--- src/rtl/dmem_vec_arbiter.sv ---
// Two-requester arbiter for the 6-word ROM read port, gated by the ROM load sequence.
// Define DMEM_ARB_FIXED_PRIO_EN for fixed priority (requester 0 wins ties); round-robin otherwise.
module dmem_vec_arbiter #(
  parameter int S         = 32,
  parameter int V         = 192,
  parameter int SIZE      = 30015,
  parameter int LOAD_WAIT = 16
) (
  input  logic         clk,
  input  logic         rst_n,
  input  logic         switchStart,
  input  logic         req0,
  input  logic         req1,
  input  logic [S-1:0] addr0,
  input  logic [S-1:0] addr1,
  output logic         gnt0,
  output logic         gnt1,
  output logic         rvalid,
  output logic         rid,
  output logic         rerr,
  output logic [V-1:0] rdata,
  output logic [S-1:0] mem_addr,
  input  logic [V-1:0] mem_rd,
  output logic         ready,
  output logic [1:0]   dbg_state
);

  // Handshake: a requester holds req (and its addr) until it sees gnt; the request is
  // consumed on the rising edge where gnt=1. Responses carry no back-pressure: rvalid is
  // a one-cycle pulse tagged with rid.

  localparam int CW = (LOAD_WAIT > 1) ? $clog2(LOAD_WAIT) : 1;
  localparam logic [S-1:0] LAST_OK = S'(SIZE - 6);

  typedef enum logic [1:0] {
    ST_UNLOADED  = 2'd0,
    ST_LOAD_WAIT = 2'd1,
    ST_ARB       = 2'd2
  } state_t;

  state_t        state, state_d;
  logic [CW-1:0] cnt, cnt_d;
  logic [2:0]    sync_q;
  logic          rise;

  logic          grant;
  logic          sel_id;
  logic [S-1:0]  sel_addr;
  logic          sel_err;
  logic          s1_valid;
  logic          s1_id;
  logic          s1_err;

  // sync_q[1] is the synchronized level; sync_q[2] is its previous value for edge detection.
  assign rise      = sync_q[1] & ~sync_q[2];
  assign ready     = (state == ST_ARB);
  assign dbg_state = state;

  always_ff @(posedge clk or negedge rst_n) begin
    if (!rst_n) begin
      sync_q <= '0;
      state  <= ST_UNLOADED;
      cnt    <= '0;
    end else begin
      sync_q <= {sync_q[1:0], switchStart};
      state  <= state_d;
      cnt    <= cnt_d;
    end
  end

  always_comb begin
    state_d = state;
    cnt_d   = cnt;
    case (state)
      ST_UNLOADED: begin
        if (rise) begin
          state_d = ST_LOAD_WAIT;
          cnt_d   = CW'(LOAD_WAIT - 1);
        end
      end
      ST_LOAD_WAIT: begin
        if (rise) begin
          cnt_d = CW'(LOAD_WAIT - 1);
        end else if (cnt == '0) begin
          state_d = ST_ARB;
        end else begin
          cnt_d = cnt - CW'(1);
        end
      end
      ST_ARB: begin
        if (rise) begin
          state_d = ST_LOAD_WAIT;
          cnt_d   = CW'(LOAD_WAIT - 1);
        end
      end
      default: begin
        state_d = ST_UNLOADED;
        cnt_d   = '0;
      end
    endcase
  end

`ifdef DMEM_ARB_FIXED_PRIO_EN
  always_comb begin
    gnt0 = 1'b0;
    gnt1 = 1'b0;
    if (state == ST_ARB) begin
      gnt0 = req0;
      gnt1 = req1 & ~req0;
    end
  end
`else
  // last_gnt: 1 when requester 1 was granted most recently, so requester 0 wins the next tie.
  logic last_gnt;

  always_ff @(posedge clk or negedge rst_n) begin
    if (!rst_n) begin
      last_gnt <= 1'b1;
    end else if (gnt0) begin
      last_gnt <= 1'b0;
    end else if (gnt1) begin
      last_gnt <= 1'b1;
    end
  end

  always_comb begin
    gnt0 = 1'b0;
    gnt1 = 1'b0;
    if (state == ST_ARB) begin
      if (req0 && req1) begin
        gnt0 = last_gnt;
        gnt1 = ~last_gnt;
      end else begin
        gnt0 = req0;
        gnt1 = req1;
      end
    end
  end
`endif

  assign grant    = gnt0 | gnt1;
  assign sel_id   = gnt1;
  assign sel_addr = gnt1 ? addr1 : addr0;
  assign sel_err  = (sel_addr > LAST_OK);

  // A switchStart rise reloads the ROM, so anything already granted is dropped.
  always_ff @(posedge clk or negedge rst_n) begin
    if (!rst_n) begin
      mem_addr <= '0;
      s1_valid <= 1'b0;
      s1_id    <= 1'b0;
      s1_err   <= 1'b0;
      rvalid   <= 1'b0;
      rid      <= 1'b0;
      rerr     <= 1'b0;
      rdata    <= '0;
    end else begin
      if (grant && !sel_err) begin
        mem_addr <= sel_addr;
      end
      s1_valid <= grant & ~rise;
      s1_id    <= sel_id;
      s1_err   <= sel_err;
      rvalid   <= s1_valid & ~rise;
      if (s1_valid) begin
        rid   <= s1_id;
        rerr  <= s1_err;
        rdata <= s1_err ? '0 : mem_rd;
      end
    end
  end

endmodule

--- config.mk ---
export PLATFORM = sky130hd
export DESIGN_NAME = dmem_vec_arbiter
export DESIGN_NICKNAME = d
export VERILOG_FILES = /design/src/rtl/dmem_vec_arbiter.sv
export SDC_FILE = /design/constraint.sdc
export NUM_CORES = 1
export LEC_CHECK = 0
export CAP_MARGIN = 15
export CORE_AREA = 4 4 188 190
export CTS_CLUSTER_DIAMETER = 80
export DETAILED_ROUTE_END_ITERATION = 8
export DIE_AREA = 0 0 192 194
export HOLD_SLACK_MARGIN = 0.08
export PLACE_DENSITY_LB_ADDON = 0.3
export SLEW_MARGIN = 20
export SYNTH_ARGS = -nofsm -noshare
export SYNTH_HDL_FRONTEND = slang
export SYNTH_SLANG_ARGS = --single-unit
export TNS_END_PERCENT = 100
--- constraint.sdc ---
create_clock -name clk -period 1.6 [get_ports clk]
set_input_delay 0.32 -clock clk [delete_from_list [all_inputs] [get_ports clk]]
set_output_delay 0.32 -clock clk [all_outputs]
set_load 0.1 [all_outputs]
==> results.json <==
{
  "status": "finished, violations left",
  "violations": "negative setup slack",
  "ios": 493,
  "worst_clock_skew_ps": 17.26,
  "endpoint_kind": "output pin",
  "fillers": 2672,
  "slew_headroom_pct": 70.25,
  "period_share_pct": 130.7,
  "final-hold-violation-count": 0,
  "drt_iter0_markers": 434,
  "cp_max_fo": 4,
  "cts_tree": "yes",
  "cap_violations": 0,
  "ys_top_cells_by_area": "dfrtp_1 (58%), nand3b_1 (14%), o21ai_0 (9.4%)",
  "crit_arrival_ps": 1770,
  "clockBufferDepth": 3,
  "synth_flop_cell": "dfrtp_1",
  "dp.cells": 1939,
  "totalWireLength_mm": 37.43,
  "required_ps": 1280,
  "die-height_um": 194,
  "start_util_pct": 30.89,
  "coreArea_um2": 33450,
  "grt_max_degree": 75,
  "dp_hpwl_mm": 27.58,
  "antenna_left": 0,
  "synthTopCellsByCount": "dfrtp_1 (239), inv_1 (198), o21ai_0 (194)",
  "clock_latency_ps": 540,
  "synth_cell_types": 43,
  "min_path_type": "primary input to register",
  "cts_inserted_buffers": 28,
  "syn_avg_cell_area_um2": 10.20,
  "synthDominantCellAreaShare_pct": 57.89,
  "fmax_mhz": 478.1,
  "powerDensity_nw_per_um2": 1058,
  "h-tree-depth": 1,
  "fin_nets": 1807,
  "fin_cells": 2017,
  "leakage_uw": 0.009276,
  "synth_edf_count": 0,
  "post-route-util_pct": 59.46,
  "multiInputGateArea_um2": 3473,
  "synth_top_area_cell": "dfrtp_1",
  "antenna_found_initial": 2,
  "peakVddDrop_mv": 0.6864,
  "critPathLaunchType": "register",
  "timing.final.ws_setup_ps": -491.6,
  "vias": 9329,
  "synth_nets": 1275,
  "grt_pass1_vias": 9772,
  "syn_area_um2": 10330,
  "gr-total-overflow": 0,
  "synth.most_common_cell": "dfrtp_1",
  "grt_pass1_wl_mm": 56.38,
  "setup_violations": 38,
  "seqCellArea_um2": 6022,
  "die_area_um2": 37250,
  "wire_per_inst_um": 18.56,
  "drcViolationCount": 0,
  "finalWeightedCongestion": 0.8473,
  "critical_path_class": "register to output pin",
  "grt_setup_unrepaired": "yes",
  "track_usage_pct": 18.99,
  "yosysSeqAreaShare_pct": 58.14,
  "fin_crit_ps": 2092,
  "tightest_slew_ps": 446.2,
  "clk_pin_slew_ps": 60,
  "async_flop_share_pct": 100.0,
  "clock-sinks": 240,
  "firstDrtPassIters": 5,
  "synth-seq-cells": 240,
  "row_count": 67,
  "ys_warn_count": 0,
  "clock-root-buffer": "clkbuf_16",
  "drv_slew": 0,
  "holdWs_ps": 229.0,
  "synth_cells": 1013,
  "area_growth_pct": 92.52,
  "drive_gt1_share_pct": 25.46,
  "fp.dieW_um": 192,
  "drt-vias-per-instance": 4.625,
  "io_buffer_count": 492
}
## cells by family (layout without fill, tap and decap cells)
logic type	after synthesis	in the layout	share of synthesized area, %
adder cells (fa/ha/maj)	1	1	0.1211
multiplexers	2	2	0.2180
other	0	2	0
flip-flops	240	240	58.14
AND/OR/NAND/NOR	250	250	17.54
buffers and inverters	270	820	10.14
AO/OA/AOI/OAI	250	254	13.84
## cells in the final DEF (no fill, tap or decap), types with 3 or more instances in the layout
cell type and instances:
nor3_4 3, buf_12 245, clkbuf_16 29, dfrtp_1 235, buf_4 51, bufinv_16 3
o21ai_4 5, a21oi_1 6, clkdlybuf4s50_1 259, inv_1 196, clkbuf_8 10, nor3_1 3
nor4_1 6, clkinv_2 7, nand2_1 3, dfrtp_4 4, and2_1 11, nor2_1 11
o22a_1 31, o21ai_0 192, nand3b_1 193, and2_4 7, buf_6 11
## where the power goes
part	leakage [uW]	internal [uW]	switching (uW)
Combinational	0.00645	2730	4350
Clock	0.000502	4230	2590
Sequential	0.00233	6580	550
Total	0.00928	13500	7490
## what timing repair did
| action | CTS | global route |
|---|---|---|
| cloned | 4 | 0 |
| buffers inserted | 16 | 9 |
| pin swaps | 8 | 27 |
| setup endpoints to repair | 40 | 43 |
| hold buffers | 1 | 0 |
| gates resized for setup | 23 | 25 |
| hold endpoints to repair | 51 | 0 |
## final timing paths
check / start / end / slack [ps] / cells after the start
max: dbg_state[0] / ready / -490 / 5
min: switchStart / sync_q[0] / 230 / 1
max reg2reg: dbg_state[0] / mem_addr[14] / -340 / 8
min reg2reg: sync_q[0] / sync_q[1] / 360 / 0
max in group asynchronous: rst_n / last_gnt / 650 / 3
min in group asynchronous: rst_n / rdata[0] / 320 / 2
## final cells by class
type / instances / area share (%)
Tap cell: 448 / 2.818
Multi-Input combinational cell: 507 / 17.46
Inverter: 199 / 3.863
Clock inverter: 11 / 0.6668
Timing Repair Buffer: 569 / 40.51
Antenna cell: 2 / 0.02516
Sequential cell: 240 / 30.28
Clock buffer: 41 / 4.378
## per-stage QoR
stage	setup TNS (ps)	setup slack, ps	cell area [um^2]	power [uW]
2_1_floorplan	-12870	-424.6	10420	10740
3_3_place_gp	-18380	-575.6	18500	14040
3_5_place_dp	-21330	-698.3	18500	14130
4_1_cts	-14880	-505.6	19770	21140
5_1_grt	-14210	-545.6	19890	21750
6_report	-11450	-491.6	19890	21040
## state kept, by name (all words and copies together) (netlist names)
signal	count
rvalid	1
s1_id	1
last_gnt	1
mem_addr	32
cnt	4
dbg_state	2
rdata	192
rid	1
s1_valid	1
s1_err	1
rerr	1
sync_q	3
## critical path, cell delays in order (launching register included)
cell and delay, ps:
dfrtp_4 470, buf_6 130, nor2b_4 220, buf_4 160
buf_6 100, buf_12 160
## per-layer routing
layer | vias to the layer above | share of wire (%) | track usage, %
met3 | 58 | 9.6 | 6.374
met2 | 374 | 51 | 33.07
li1 | 4413 | - | -
met5 | - | 0 | 0
met1 | 4484 | 37 | 22.34
met4 | 0 | 2.4 | 5.230
(Power assumes the default switching activity.)
==> RTL change 1, RTL diff (same flow settings) <==
Register the output `rerr` once more, with the module's reset; this adds one clock of latency there. The other outputs are not delayed to match.
--- a/src/rtl/dmem_vec_arbiter.sv
+++ b/src/rtl/dmem_vec_arbiter.sv
@@ -37,6 +37,8 @@
     ST_LOAD_WAIT = 2'd1,
     ST_ARB       = 2'd2
   } state_t;
+
+  logic rerr_s0;
 
   state_t        state, state_d;
   logic [CW-1:0] cnt, cnt_d;
@@ -152,7 +154,7 @@
       s1_err   <= 1'b0;
       rvalid   <= 1'b0;
       rid      <= 1'b0;
-      rerr     <= 1'b0;
+      rerr_s0  <= 1'b0;
       rdata    <= '0;
     end else begin
       if (grant && !sel_err) begin
@@ -164,11 +166,19 @@
       rvalid   <= s1_valid & ~rise;
       if (s1_valid) begin
         rid   <= s1_id;
-        rerr  <= s1_err;
+        rerr_s0 <= s1_err;
         rdata <= s1_err ? '0 : mem_rd;
       end
     end
   end
 
+  always_ff @(posedge clk or negedge rst_n) begin
+    if (!rst_n) begin
+      rerr <= '0;
+    end else begin
+      rerr <= rerr_s0;
+    end
+  end
+
 endmodule
 
Check against the original RTL: no difference found for any inputs over 10 cycles, from zero or initial values and one cycle with rst_n low; that may be too few to reach the edited logic, so the function may still have changed.
==> RTL change 1 against the unedited design <==
The flow still finishes with violations (setup timing); setup slack better by 0.038 ns; sequential share of layout area increased by 0.32 points; critical path type unchanged; final area fell by 0.62%; die area is the same; area after synthesis increased by 0.24%; power fell by 3.2%; maximum frequency up 1.8%; clock power decreased by 7.9%; sequential cell count grew 1; wire length is 2.9% lower.
==> RTL change 1: results (changes against the unedited design) <==
status=finished, violations left; Cells after DPL=1944 (+0.26%); VDD IR max=877 uV (+28%); Met3 Wirelength=3850 um (+7.1%); RD Place Congestion=0.854 (+0.83%); final WL=36400 um (-2.9%); hold path endpoint=sync_q[0]$_DFF_PN0_; Worst Reg-to-Reg Cells=8 (unchanged); Post-synth top cells=dfrtp_1, inv_1, o21ai_0; Final nets=1810 (+0.17%); initial antenna violation count=1 (-1); Hold Startpoint=switchStart; Net Count, Synth=1276 (+0.078%); GRT Total Usage=18.7% (-0.32 points); Min Hold Slack=0.254 ns (+0.0254 ns); biggest regs=rdata: 192 flops, mem_addr: 32 flops, cnt: 4 flops; grt met3 use=7.15% (+0.77 points); DR iter-0 viols=377 (-13%); Via density=4.59 (-0.69%); PnR worst setup slack=-0.454 ns (+0.0376 ns); met1 usage=21.4% (-0.96 points); Syn Area/Cell=10.2 um^2 (+0.14%); delay-heaviest family, CP=flip-flops; period utilization=128% (-2.3 points); clk_skew=0.0167 ns (-0.000586 ns); Leakage=0.00922 uW (-0.63%); crit path to=gnt0; r2r endpoint=mem_addr[7]$_DFFE_PN0P_; vias in the first global route=9768 (-0.041%); Seq/Total Area, Yosys=58.2% (+0.10 points); Synth area leaders=dfrtp_1, nand3b_1, o21ai_0; WP data arrival=1.73 ns (-0.04 ns); CTS root buf=clkbuf_16; first-pass GRT wire length=55800 um (-1.1%); failing checks=setup timing; relative slew slack=69.0% (-1.3 points); Hold/Removal Path Class=primary input to flip-flop; GR Util met2=31.9% (-1.2 points); Max Used Layer=met4; Slowest-stage cell, CP=dfrtp_4; clock buffer count from CTS=29 (+3.6%); beginning of the critical path=dbg_state[0]$_DFFE_PN0P_; router iterations before antenna repair=4 (-1); detailed-routed wire length on met2=18000 um (-5.1%); H-tree levels=1 (unchanged); layout cell share with drive strength beyond 1=24.5% (-0.97 points); max incr delay on CP=0.47 ns (about the same); clk buf depth=3 (unchanged); clk slew on worst S/H paths=0.06 ns (about the same); Setup-failing EPs final=38 (unchanged); largest net degree at the start of global routing=88 (+17%); wire length on met1=13400 um (-4.6%); peak fanout along the critical path=4 (unchanged); DP Wirelength=26800 um (-2.7%)
[RTL change 1: cell types whose count changed in the layout (fill, tap and decap cells not counted), sizes merged]
cell	delta
clkbuf	+5
buf	+1
bufinv	-3
diode	-1
dfrtp	+1
clkinv	-3
[RTL change 1: kinds of logic after synthesis]
group / share of synthesized area (%)
buf+inv: 10.1
simple gates: 17.5
mux: 0.217
flops: 58.2
fa+ha+maj: 0.121
compound gates: 13.8
[RTL change 1: what timing repair did]
| action | CTS | global route |
|---|---|---|
| endpoints found under the setup margin | 40 | 42 |
| cloned | 4 | 0 |
| buffers inserted | 13 | 5 |
| endpoints found under the hold margin | 107 | 0 |
| pin swaps | 5 | 1 |
| hold buffers | 1 | 0 |
| resized for setup | 16 | 7 |
[RTL change 1: power breakdown]
group	leakage (uW)	internal (uW)	total, uW	switching, uW
Combinational	0.00642	2660	6940	4280
Sequential	0.00234	6610	7150	539
Clock	0.000459	3810	6280	2470
[RTL change 1: stage by stage]
stage | TNS, ns | instance area, um^2 | setup WS [ns]
global placement | -20.68 | 18600 | -0.621
detailed placement | -22.40 | 18600 | -0.701
finish | -11.71 | 19800 | -0.454
floorplan | -12.87 | 10400 | -0.425
CTS | -11.13 | 19700 | -0.490
global route | -14.51 | 19800 | -0.531
[RTL change 1: worst reg2reg max path, cell delays in order (launching register included)]
cell       delay [ns]
dfrtp_4          0.47
buf_4            0.14
nand3b_1         0.19
a2111oi_4        0.23
buf_4            0.17
a22oi_2          0.08
buf_6            0.17
o21a_4           0.16
o22a_1           0.21
[RTL change 1: area by class of cell]
class | count | area, um^2
fill | 2625 | 13700
timing repair buffer | 570 | 8060
sequential | 241 | 6050
multi-input combinational | 507 | 3410
clock buffer | 46 | 900
inverter | 199 | 763
tap | 448 | 561
clock inverter | 5 | 27.5
antenna | 1 | 2.50
==> RTL change 2, RTL diff (same flow settings) <==
Without the edit above. Add a define of `DMEM_ARB_FIXED_PRIO_EN`.
--- a/src/rtl/dmem_vec_arbiter.sv
+++ b/src/rtl/dmem_vec_arbiter.sv
@@ -1,5 +1,7 @@
 // Two-requester arbiter for the 6-word ROM read port, gated by the ROM load sequence.
 // Define DMEM_ARB_FIXED_PRIO_EN for fixed priority (requester 0 wins ties); round-robin otherwise.
+`define DMEM_ARB_FIXED_PRIO_EN
+
 module dmem_vec_arbiter #(
   parameter int S         = 32,
   parameter int V         = 192,
Formal check against the unedited RTL: no difference found for any inputs over 10 cycles, from zero or initial values and one cycle with rst_n low; that may be too few to reach the edited logic, so the function may still have changed.
==> RTL change 2 against the unedited design <==
The run still ends with setup timing left; area after synthesis is 0.88% lower; setup slack worse by 0.16 ns; clock power is 4.0% higher; sequential cell count is 1 lower; core utilization is 0.17 points lower; critical path type is now primary input to flip-flop; power is 0.12% lower; final area is 0.29% lower; wire length is 0.29% lower.
==> RTL change 2: results (changes against the unedited design) <==
post-synthesis compound-gate area fraction=13.8% (-0.035 points); first-pass GRT wire length=56700 um (+0.50%); detailed-routed wire length on met2=18300 um (-3.5%); Post-Place Cell Area=18500 um^2 (about the same); GRT Total Usage=19.1% (+0.14 points); RD Place Congestion=0.899 (+6.1%); router iterations before antenna repair=6 (+1); Seq/Total Area, Yosys=58.4% (+0.26 points); clk_skew=0.0146 ns (-0.00266 ns); Synth area leaders=dfrtp_1, nand3b_1, o21ai_0; Via density=4.58 (-1.1%); Setup-failing EPs final=38 (unchanged); DR iter-0 viols=326 (-25%); Synth Instances=1005 (-0.79%); GR Util met2=32.2% (-0.88 points); Synth cell types=38 (-12%); Leakage=0.00932 uW (+0.50%); status=finished, violations left; Min Hold Slack=0.230 ns (+0.000855 ns); Max Used Layer=met5; Net Count, Synth=1267 (-0.63%); DP Wirelength=27800 um (+0.63%); grt met3 use=6.00% (-0.38 points); initial antenna violation count=1 (-1); Met3 Wirelength=3190 um (-11%); pre-CTS WS=-1.15 ns (-0.447 ns); layout cell share with drive strength beyond 1=25.6% (+0.11 points); WP data arrival=2.72 ns (+0.95 ns); Crit path depth=8 (+3); peak fanout along the critical path=7 (+3); VDD IR max=813 uV (+19%); setup TNS=-21.39 ns (-9.95 ns); Filler cells=2646 (-0.97%); mux cell area share after synthesis=0.220% (+0.0019 points); wire length on met1=14500 um (+3.1%); met1 usage=23.0% (+0.61 points); Slew @ Worst Pin=0.432 ns (-0.0143 ns); PnR worst setup slack=-0.651 ns (-0.159 ns); delay-heaviest family, CP=simple AND/OR/NAND/NOR gates; Final nets=1800 (-0.39%); WL/cell=18.6 um (+0.16%); number of antenna diodes=0 (-2); largest net degree at the start of global routing=101 (+35%); FF-to-FF setup slack=-0.62 ns (-0.28 ns); Post-Synth Adder-Cell Area=0.122% (+0.0011 points); Cells after DPL=1941 (+0.10%); max incr delay on CP=0.56 ns (+0.09 ns); failing checks=setup timing; Post-synth top cells=dfrtp_1, inv_1, o21ai_0
[RTL change 2: where the power goes]
part / total (uW) / switching [uW] / internal (uW)
logic: 6840 / 4220 / 2620
clock network: 7090 / 2630 / 4460
registers: 7080 / 534 / 6550
total: 21000 / 7380 / 13600
[RTL change 2: repair_timing]
| item | in CTS | in global routing |
|---|---|---|
| endpoints found under the setup margin | 39 | 40 |
| hold endpoints to repair | 65 | 0 |
| setup buffers | 7 | 7 |
| pin swaps | 5 | 2 |
| hold buffers | 1 | 0 |
| gates cloned | 3 | 1 |
| gates resized for setup | 25 | 9 |
[RTL change 2: worst max-delay path by stage]
stage | from | endpoint
after floorplan | dbg_state[0]$_DFFE_PN0P_ | mem_addr[0]$_DFFE_PN0P_
after global placement | addr1[25] | mem_addr[0]$_DFFE_PN0P_
after CTS | dbg_state[1]$_DFFE_PN0P_ | mem_addr[2]$_DFFE_PN0P_
after global routing | dbg_state[0]$_DFFE_PN0P_ | mem_addr[1]$_DFFE_PN0P_
final | addr0[28] | mem_addr[2]$_DFFE_PN0P_
after detailed placement | addr0[23] | mem_addr[2]$_DFFE_PN0P_
[RTL change 2: logic make-up (layout without fill, tap and decap cells)]
logic type / count (synthesis) / after routing
flip-flops: 239 / 239
AO/OA/AOI/OAI: 245 / 245
multiplexers: 2 / 2
buffers and inverters: 272 / 827
adder cells (fa/ha/maj): 1 / 1
AND/OR/NAND/NOR: 246 / 246
[RTL change 2: layout make-up]
class	instances	area, um^2	share of cell area, %
Timing Repair Buffer	574	8130	41.0
Multi-Input combinational cell	494	3350	16.9
Inverter	200	758	3.82
Sequential cell	239	6000	30.2
Clock inverter	12	198	0.997
Tap cell	448	561	2.83
Clock buffer	41	841	4.24
